$ cat src/rtl/dport_req_buffer.sv
// Data-port request buffer: in-order request FIFO with an outstanding-request cap.
// Optional zero-latency bypass when empty is enabled by defining DPORT_BUF_BYPASS_EN.
module dport_req_buffer #(
  parameter int DEPTH           = 2,
  parameter int MAX_OUTSTANDING = 2
) (
  input  logic        clk_i,
  input  logic        rst_i,
  input  logic [31:0] core_addr_i,
  input  logic [31:0] core_data_wr_i,
  input  logic        core_rd_i,
  input  logic [3:0]  core_wr_i,
  input  logic        core_cacheable_i,
  input  logic [10:0] core_req_tag_i,
  input  logic        core_invalidate_i,
  input  logic        core_writeback_i,
  input  logic        core_flush_i,
  output logic        core_accept_o,
  output logic [31:0] core_data_rd_o,
  output logic        core_ack_o,
  output logic        core_error_o,
  output logic [10:0] core_resp_tag_o,
  output logic [31:0] mem_addr_o,
  output logic [31:0] mem_data_wr_o,
  output logic        mem_rd_o,
  output logic [3:0]  mem_wr_o,
  output logic        mem_cacheable_o,
  output logic [10:0] mem_req_tag_o,
  output logic        mem_invalidate_o,
  output logic        mem_writeback_o,
  output logic        mem_flush_o,
  input  logic        mem_accept_i,
  input  logic [31:0] mem_data_rd_i,
  input  logic        mem_ack_i,
  input  logic        mem_error_i,
  input  logic [10:0] mem_resp_tag_i
);

  localparam int PTR_W = $clog2(DEPTH);
  localparam int CNT_W = $clog2(DEPTH + 1);
  localparam logic [CNT_W-1:0] FULL_CNT = CNT_W'(DEPTH);
  localparam logic [3:0]       MAX_OUT  = 4'(MAX_OUTSTANDING);

  typedef struct packed {
    logic [31:0] addr;
    logic [31:0] data_wr;
    logic        rd;
    logic [3:0]  wr;
    logic        cacheable;
    logic [10:0] tag;
    logic        invalidate;
    logic        writeback;
    logic        flush;
  } entry_t;

  entry_t            fifo_q [DEPTH];
  logic [PTR_W-1:0]  wr_ptr_q, wr_ptr_d;
  logic [PTR_W-1:0]  rd_ptr_q, rd_ptr_d;
  logic [CNT_W-1:0]  cnt_q, cnt_d;
  logic [3:0]        outst_q, outst_d;

  entry_t core_entry, head, out_entry;
  logic   creq, full, empty, issue_ok, present, bypass;
  logic   push, pop, byp_issue, issue, ack_dec;

  always_comb begin
    creq = core_rd_i | (|core_wr_i) | core_invalidate_i | core_writeback_i | core_flush_i;
    core_entry = '{addr: core_addr_i, data_wr: core_data_wr_i, rd: core_rd_i, wr: core_wr_i,
                   cacheable: core_cacheable_i, tag: core_req_tag_i,
                   invalidate: core_invalidate_i, writeback: core_writeback_i,
                   flush: core_flush_i};
    full     = (cnt_q == FULL_CNT);
    empty    = (cnt_q == '0);
    issue_ok = (outst_q < MAX_OUT);
    head     = fifo_q[rd_ptr_q];
    core_accept_o = ~full & ~rst_i;

`ifdef DPORT_BUF_BYPASS_EN
    bypass    = empty & issue_ok & creq & ~rst_i;
    out_entry = bypass ? core_entry : head;
`else
    bypass    = 1'b0;
    out_entry = head;
`endif

    // Head and bypass are mutually exclusive: bypass only exists when the FIFO is empty.
    pop       = ~empty & issue_ok & ~rst_i & mem_accept_i;
    present   = (~empty & issue_ok & ~rst_i) | bypass;
    byp_issue = bypass & mem_accept_i;
    push      = creq & core_accept_o & ~byp_issue;
    issue     = pop | byp_issue;
    ack_dec   = mem_ack_i & (outst_q != 4'd0);

    wr_ptr_d = push ? wr_ptr_q + PTR_W'(1) : wr_ptr_q;
    rd_ptr_d = pop  ? rd_ptr_q + PTR_W'(1) : rd_ptr_q;

    case ({push, pop})
      2'b10:   cnt_d = cnt_q + CNT_W'(1);
      2'b01:   cnt_d = cnt_q - CNT_W'(1);
      default: cnt_d = cnt_q;
    endcase

    case ({issue, ack_dec})
      2'b10:   outst_d = outst_q + 4'd1;
      2'b01:   outst_d = outst_q - 4'd1;
      default: outst_d = outst_q;
    endcase

    mem_addr_o       = out_entry.addr;
    mem_data_wr_o    = out_entry.data_wr;
    mem_cacheable_o  = out_entry.cacheable;
    mem_req_tag_o    = out_entry.tag;
    mem_rd_o         = present & out_entry.rd;
    mem_wr_o         = present ? out_entry.wr : 4'd0;
    mem_invalidate_o = present & out_entry.invalidate;
    mem_writeback_o  = present & out_entry.writeback;
    mem_flush_o      = present & out_entry.flush;

    core_data_rd_o  = mem_data_rd_i;
    core_ack_o      = mem_ack_i;
    core_error_o    = mem_error_i;
    core_resp_tag_o = mem_resp_tag_i;
  end

  always_ff @(posedge clk_i) begin
    if (rst_i) begin
      wr_ptr_q <= '0;
      rd_ptr_q <= '0;
      cnt_q    <= '0;
      outst_q  <= '0;
    end else begin
      wr_ptr_q <= wr_ptr_d;
      rd_ptr_q <= rd_ptr_d;
      cnt_q    <= cnt_d;
      outst_q  <= outst_d;
    end
  end

  // Entry storage needs no reset; occupancy is tracked by cnt_q alone.
  always_ff @(posedge clk_i) begin
    if (push) fifo_q[wr_ptr_q] <= core_entry;
  end

endmodule

$ cat config.mk
export PLATFORM = sky130hd
export DESIGN_NAME = dport_req_buffer
export DESIGN_NICKNAME = d
export VERILOG_FILES = /design/src/rtl/dport_req_buffer.sv
export SDC_FILE = /design/constraint.sdc
export NUM_CORES = 1
export LEC_CHECK = 0
export ABC_CLOCK_PERIOD_IN_PS = 8039
export BUFFER_PORTS_ARGS = -buffer_cell sky130_fd_sc_hd__buf_4
export CORE_MARGIN = 2
export CORE_UTILIZATION = 45
export CTS_CLUSTER_DIAMETER = 50
export DETAILED_ROUTE_END_ITERATION = 8
export PLACE_DENSITY = 0.74
export SLEW_MARGIN = 5
export SYNTH_ARGS = -nofsm -noshare
export SYNTH_HDL_FRONTEND = slang
export SYNTH_SLANG_ARGS = --single-unit
$ cat constraint.sdc
create_clock -name clk_i -period 8.04 [get_ports clk_i]
set_clock_uncertainty 0.15 [all_clocks]
set_input_delay 1.608 -clock clk_i [delete_from_list [all_inputs] [get_ports clk_i]]
set_output_delay 1.608 -clock clk_i [all_outputs]
set_load 0.02 [all_outputs]
==> results of run 1 <==
## flip-flops by register name, indices dropped and copies added, names as in the netlist, named ones only
| register | cells |
|---|---|
| outst_q | 4 |
| wr_ptr_q | 1 |
| fifo_q | 168 |
| cnt_q | 2 |
| rd_ptr_q | 1 |
## report_power, final
group | leakage [nW] | switching, mW | internal, mW | total, mW
combinational | 1.30 | 0.332 | 0.273 | 0.605
clock | 0.280 | 0.328 | 0.457 | 0.785
sequential | 1.65 | 0.0446 | 1.15 | 1.20
## worst max-delay path, cell delays in order
cell,delay [ns]
buf_4,0.17
or3_2,0.59
nor2_1,0.16
buf_4,0.15
## cells by family after synthesis
group,synth area share [%]
XOR/XNOR,0.886
AO/OA/AOI/OAI,0.813
AND/OR/NAND/NOR,2.31
multiplexers,14.0
flip-flops,75.5
adder cells (fa/ha/maj),0.723
buffers and inverters,5.82
## metal layers
metal	vias up	global-route usage [%]	part of all wire, %
li1	1651	-	-
met3	26	5.55	7.1
met5	-	0	0
met2	154	27.1	53
met4	0	5.88	1.5
met1	1771	17.1	39
## cells in the final DEF (no fill, tap or decap), drive strengths merged
| cell type | n |
|---|---|
| buf | 176 |
| edfxtp | 168 |
| mux2 | 77 |
| clkbuf | 18 |
| nor2 | 17 |
| mux2i | 10 |
| dfxtp | 9 |
| clkinv | 8 |
| inv | 7 |
| xor2 | 5 |
| a21oi | 5 |
| ha | 4 |
| or3 | 4 |
| o21ai | 3 |
| nor4 | 2 |
| xnor2 | 2 |
| nor4bb | 2 |
| bufinv | 2 |
| or4 | 1 |
| a221oi | 1 |
| o21a | 1 |
| and2 | 1 |
| nor2b | 1 |
| nand3b | 1 |
| clkinvlp | 1 |
## area by class of cell
cell class / count / share of cell area (%)
repair buffers: 176 / 15.2
clock buffers: 18 / 4.95
flip-flops and latches: 177 / 60.3
clock inverters: 14 / 1.60
well taps: 188 / 2.71
inverters: 4 / 0.173
multi-input cells: 137 / 15.0
## through the flow
| step | area (um2) | instances | utilization (%) | total power, mW | hold slack [ns] |
|---|---|---|---|---|---|
| 2_1_floorplan | 6920 | 374 | - | 1.62 | 0.322 |
| 6_report | 8670 | 714 | 57.5 | 2.59 | 0.356 |
| 5_1_grt | 8670 | 714 | 57.5 | 2.70 | 0.395 |
| 4_1_cts | 8670 | 714 | 57.5 | 2.62 | 0.361 |
| 3_3_place_gp | 8110 | 682 | 53.7 | 1.81 | 0.339 |
| 3_5_place_dp | 8110 | 682 | 53.7 | 1.83 | 0.341 |
## synth_stat cells
cell type / n
buf_2: 7
or3_4: 1
and2_1: 1
nor4_1: 2
nand3b_1: 1
or4_4: 1
nor2_1: 17
xor2_1: 5
nor4bb_1: 2
a221oi_1: 1
or3_1: 1
mux2_2: 77
edfxtp_1: 168
mux2i_1: 10
xnor2_1: 2
buf_4: 45
a21oi_1: 5
or3_2: 2
inv_1: 4
dfxtp_1: 9
o21ai_0: 3
clkbuf_1: 4
ha_1: 4
o21a_1: 1
nor2b_1: 1
## worst max-delay path by stage
stage / end / slack (ns)
2_1_floorplan: fifo_q[0][0] / 1.72
6_report: mem_rd_o / 3.60
4_1_cts: mem_rd_o / 3.59
3_3_place_gp: mem_rd_o / 3.62
5_1_grt: mem_rd_o / 3.53
3_5_place_dp: mem_rd_o / 3.60
==> key figures, run 1 <==
Detailed routing
  • Detailed-route via count: 3602
  • Post-route DRC: 0
  • Final WL: ~12 mm
  • DRT iter0 DRCs: 168
  • Drt pass-1 iters: 4
  • WL per Instance: 17.5 um
  • Routed Antenna Nets: 0
  • Via density: 5.04

Die
  • Initial core utilization: between 40% and 50%
  • Die Wd: between 100 and 150 um
  • Die area: 16400 um2
  • Core ar.: 15100 um2
  • FP Rows: 45
  • Io pins: ~260
  • Die Ht: 128 um

STA
  • Final min period: 4.44 ns
  • Setup Viol. Count Final: 0
  • RSZ-0062 raised after global routing: false
  • Slew Viols, Final: 0
  • Slew @ Worst Pin: 0.893 ns
  • Final Hold Viols: 0
  • Max Clk Rate: between 200 and 250 MHz
  • Final Cycle Share: between 50% and 60%
  • Slew Limit Headroom: 40.4%
  • Post-Route Setup TNS: 0 ns
  • Final Worst Setup Slack: around 3.6 ns

Placed design
  • Pre-CTS setup slack: 3.60 ns
  • # port buffers: 173
  • GPL Wtd Cong: slightly above 0.7
  • HPWL after DPL: about 8 mm

Min path
  • WHS Path Cells: 2
  • Hold_sp: rd_ptr_q
  • Min-Delay Path Class: flop to flop
  • Hold EP: rd_ptr_q

Clocking
  • Clock tree buffer depth: 2
  • CTS hold repair buffers: 0
  • Clock buffers created by TritonCTS: 17
  • Clock Sinks: 177
  • H-tree depth: 4
  • CTS tree: yes
  • Post_cts resized: 0
  • Clock Latency Late Sink: between 0.4 and 0.5 ns
  • Setup Fix Bufs, Post-CTS: 0
  • Clk slew on worst S/H paths: 0.06 ns
  • Root buf cell: clkbuf_16

Power and ir drop
  • Worst VDD drop: 0.000182 V
  • Static leakage: ~3.2 nW
  • Power per Cell Area: 298 nW/um2

Worst setup path
  • Setup CP Type: input port to output port
  • Register-to-Register Path Depth: 5
  • Worst setup EP type: output port
  • R2R setup slack: between 4 and 5 ns
  • Reg2reg start: cnt_q[0]
  • WP data required: 6.28 ns
  • Reg2reg end: fifo_q[0][74]
  • Worst-path fanout max: 14
  • Crit. Startpoint: rst_i
  • Critical Path Start Type: input port
  • Crit path DAT: 2.68 ns

Logic synthesis
  • Syn nets: a little over 500
  • Leading post-synthesis cells by cell area: edfxtp_1, mux2_2, buf_4
  • Seq cells post-synth: ~180
  • Cells after synthesis: 374
  • Synth Warn #: 0
  • Yosys top cell by area: edfxtp_1
  • Sequential area share after synthesis: between 70% and 80%
  • Mean post-synth cell area: 18.5 um2
  • Yosys top cell area share: between 70 and 80%
  • Synth Cell Area: 6920 um2
  • Post-synth cell types: 25

Layout
  • ANT cells: 0
  • Reg area: between 5000 and 6000 um2
  • Share of cells above drive strength 1: 54.9%
  • Area delta synth->final: 25.3%
  • Multi-input logic area: 1310 um2
  • Post-layout nets: 649
  • FILL cells: 1193

Outcome
  • Outcome: finished, final reports clean

Global route
  • Initial antenna violation count: 0
  • Overflow after GRT: 0
  • Largest net degree at the start of global routing: between 60 and 70
  • Total GRT Usage: 15.4%
  • Vias in the first global route: between 3000 and 4000
  • First-pass GRT wire length: 19.1 mm

Job
  • Max Cap Viol: 0
Note: power is estimated with default switching activity, not from simulation.
==> run 2, diff against run 1 <==
--- a/config.mk
+++ b/config.mk
@@ -5,13 +5,14 @@
 export SDC_FILE = /design/constraint.sdc
 export NUM_CORES = 1
 export LEC_CHECK = 0
-export ABC_CLOCK_PERIOD_IN_PS = 8039
+export ABC_AREA = 1
+export ABC_CLOCK_PERIOD_IN_PS = 3900
 export BUFFER_PORTS_ARGS = -buffer_cell sky130_fd_sc_hd__buf_4
 export CORE_MARGIN = 2
-export CORE_UTILIZATION = 45
+export CORE_UTILIZATION = 44
 export CTS_CLUSTER_DIAMETER = 50
 export DETAILED_ROUTE_END_ITERATION = 8
-export PLACE_DENSITY = 0.74
+export PLACE_DENSITY = 0.76
 export SLEW_MARGIN = 5
 export SYNTH_ARGS = -nofsm -noshare
 export SYNTH_HDL_FRONTEND = slang
==> constraint.sdc (replaced) <==
create_clock -name clk_i -period 3.9 [get_ports clk_i]
set_clock_uncertainty 0.15 [all_clocks]
set_input_delay 0.78 -clock clk_i [delete_from_list [all_inputs] [get_ports clk_i]]
set_output_delay 0.78 -clock clk_i [all_outputs]
set_load 0.02 [all_outputs]
==> run 2 against run 1 <==
Effect of this change:
- sequential power increased by 100%
- core utilization decreased by 1.7 points
- cell count increased by 30%
- largest cell class unchanged
==> key figures, run 2 <==
Outcome
  • Outcome: finished, final reports clean

Logic synthesis
  • Post-synth cell types: 18
  • Synth Warn #: 0
  • Commonest cells in the netlist: nand2_1, edfxtp_1, buf_4
  • Yosys top cell by area: edfxtp_1
  • Sequential area share after synthesis: between 70% and 80%
  • Syn nets: 704
  • Post-synth ARST share: 0%
  • Leading post-synthesis cells by cell area: edfxtp_1, nand2_1, buf_4
  • EDFF count, synth: 168
  • Top FF cell, synth: edfxtp_1
  • Synth Cell Area: 6980 um2
  • Most frequent cell after synthesis: nand2_1
  • Yosys top cell area share: 72.3%
  • Mean post-synth cell area: 12.3 um2
  • Cells after synthesis: 568
  • Seq cells post-synth: 177

Detailed routing
  • Drt pass-1 iters: 4
  • DRT iter0 DRCs: 268
  • Routed Antenna Nets: 0
  • WL per Instance: 16.6 um
  • Final WL: 15.4 mm
  • Via density: around 4.6
  • Detailed-route via count: 4322
  • Post-route DRC: 0

Power and ir drop
  • Power per Cell Area: 600 nW/um2
  • Static leakage: 3.70 nW
  • Final Power: 5.26 mW
  • Worst VDD drop: around 0.00044 V

Layout
  • Area delta synth->final: 25.7%
  • Post-layout nets: 840
  • Share of cells above drive strength 1: 29.6%
  • Biggest regs: fifo_q: 168 flops, outst_q: 4 flops, cnt_q: 2 flops
  • Biggest register: fifo_q
  • Multi-input logic area: between 1000 and 1500 um2
  • Reg area: approximately 5200 um2
  • Max FFs per register: 168
  • Commonest non-fill, non-tap cell in the layout: nand2_1
  • Most frequent cells in the layout: nand2_1, buf_4, edfxtp_1, nor2_1, clkbuf_16
  • FILL cells: roughly 1300
  • ANT cells: 0

STA
  • Final Cycle Share: between 70% and 80%
  • Slew Viols, Final: 0
  • Final Hold Viols: 0
  • RSZ-0062 raised after global routing: false
  • Post-Route Setup TNS: 0 ns
  • Slew Limit Headroom: 54.8%
  • Setup Viol. Count Final: 0
  • Max Clk Rate: 340 MHz
  • Slew @ Worst Pin: 0.679 ns
  • Final min period: 2.94 ns

Clocking
  • Post_cts resized: 0
  • Clock buffers created by TritonCTS: 17
  • Setup Fix Bufs, Post-CTS: 0
  • Clock Latency Late Sink: between 0.4 and 0.5 ns
  • H-tree depth: 4
  • CTS hold repair buffers: 0
  • Root buf cell: clkbuf_16
  • Clk slew on worst S/H paths: 0.06 ns
  • Clock Sinks: 177
  • Clock tree buffer depth: 2
  • CTS tree: yes

Global route
  • First-pass GRT wire length: roughly 22 mm
  • Overflow after GRT: 0
  • Initial antenna violation count: 0
  • Largest net degree at the start of global routing: 50
  • Total GRT Usage: 18.0%
  • Vias in the first global route: approximately 4100

Worst setup path
  • Critical Path Start Type: flop
  • WP data required: 2.97 ns
  • Worst-path fanout max: 44
  • R2R setup slack: 1.78 ns
  • Register-to-Register Path Depth: 13
  • Worst setup EP type: output port
  • Setup CP Type: flop to output port
  • Crit path DAT: around 2 ns

Die
  • Die Wd: 130 um
  • Io pins: 262
  • Die area: 16900 um2
  • Core ar.: 15700 um2
  • Initial core utilization: 44.4%
  • Die Ht: ~130 um
  • FP Rows: 46

Placed design
  • HPWL after DPL: ~11 mm
  • # port buffers: between 150 and 200
  • GPL Wtd Cong: roughly 0.77

Min path
  • Min-Delay Path Class: flop to flop
  • WHS Path Cells: 2

Job
  • Max Cap Viol: 0
[run 2: stage by stage]
step,setup slack (ns),cell area [um2],std cells,hold slack (ns),utilization [%]
global route,0.816,8770,930,0.356,55.8
CTS,0.906,8770,930,0.339,55.8
finish,0.961,8770,930,0.340,55.8
detailed placement,1.17,8190,901,0.327,52.1
global placement,1.21,8190,901,0.331,52.1
floorplan,0.349,6990,568,0.304,-
[run 2: worst max-delay path, cell delays in order (launching register included)]
cell and delay, ns:
dfxtp_4 0.67, buf_4 0.51, nand2_1 0.09, nand2_1 0.13, buf_4 0.16
[run 2: cell families (layout without fill, tap and decap cells)]
group | Yosys count | count (layout) | synth area share [%]
adders and majority gates | 4 | 4 | 0.717
xor gates and xnor gates | 4 | 4 | 0.502
DFF | 177 | 177 | 74.9
and+or+nand+nor | 281 | 281 | 15.3
AOI/OAI and AO/OA | 21 | 21 | 1.54
buffers and inverters | 81 | 227 | 7.08
[run 2: worst paths after layout]
path / startpoint / to
hold / removal: cnt_q[1] / cnt_q[1]
hold reg to reg: cnt_q[1] / cnt_q[1]
setup / recovery: flop / mem_data_wr_o[21]
setup reg to reg: outst_q[3] / outst_q[2]
[run 2: cell type report]
class                   instances  share of cell area, %
clock buffers                  22                   5.06
clock inverters                 7                   1.55
inverters                      17                  0.742
multi-input cells             310                   14.5
flip-flops and latches        177                   59.6
well taps                     216                   3.08
repair buffers                181                   15.5
[run 2: power breakdown]
group	internal, mW	switching [mW]
combinational	0.440	0.725
clock	1.06	0.639
sequential	2.32	0.0833
[run 2: per-layer routing]
layer | up-vias | global-route usage (%) | routed length (um)
met5 | - | 0 | 0
met4 | 0 | 9.30 | 570
met3 | 43 | 5.95 | 1130
met2 | 132 | 30.9 | 8100
met1 | 2036 | 19.9 | 5640
li1 | 2111 | - | -
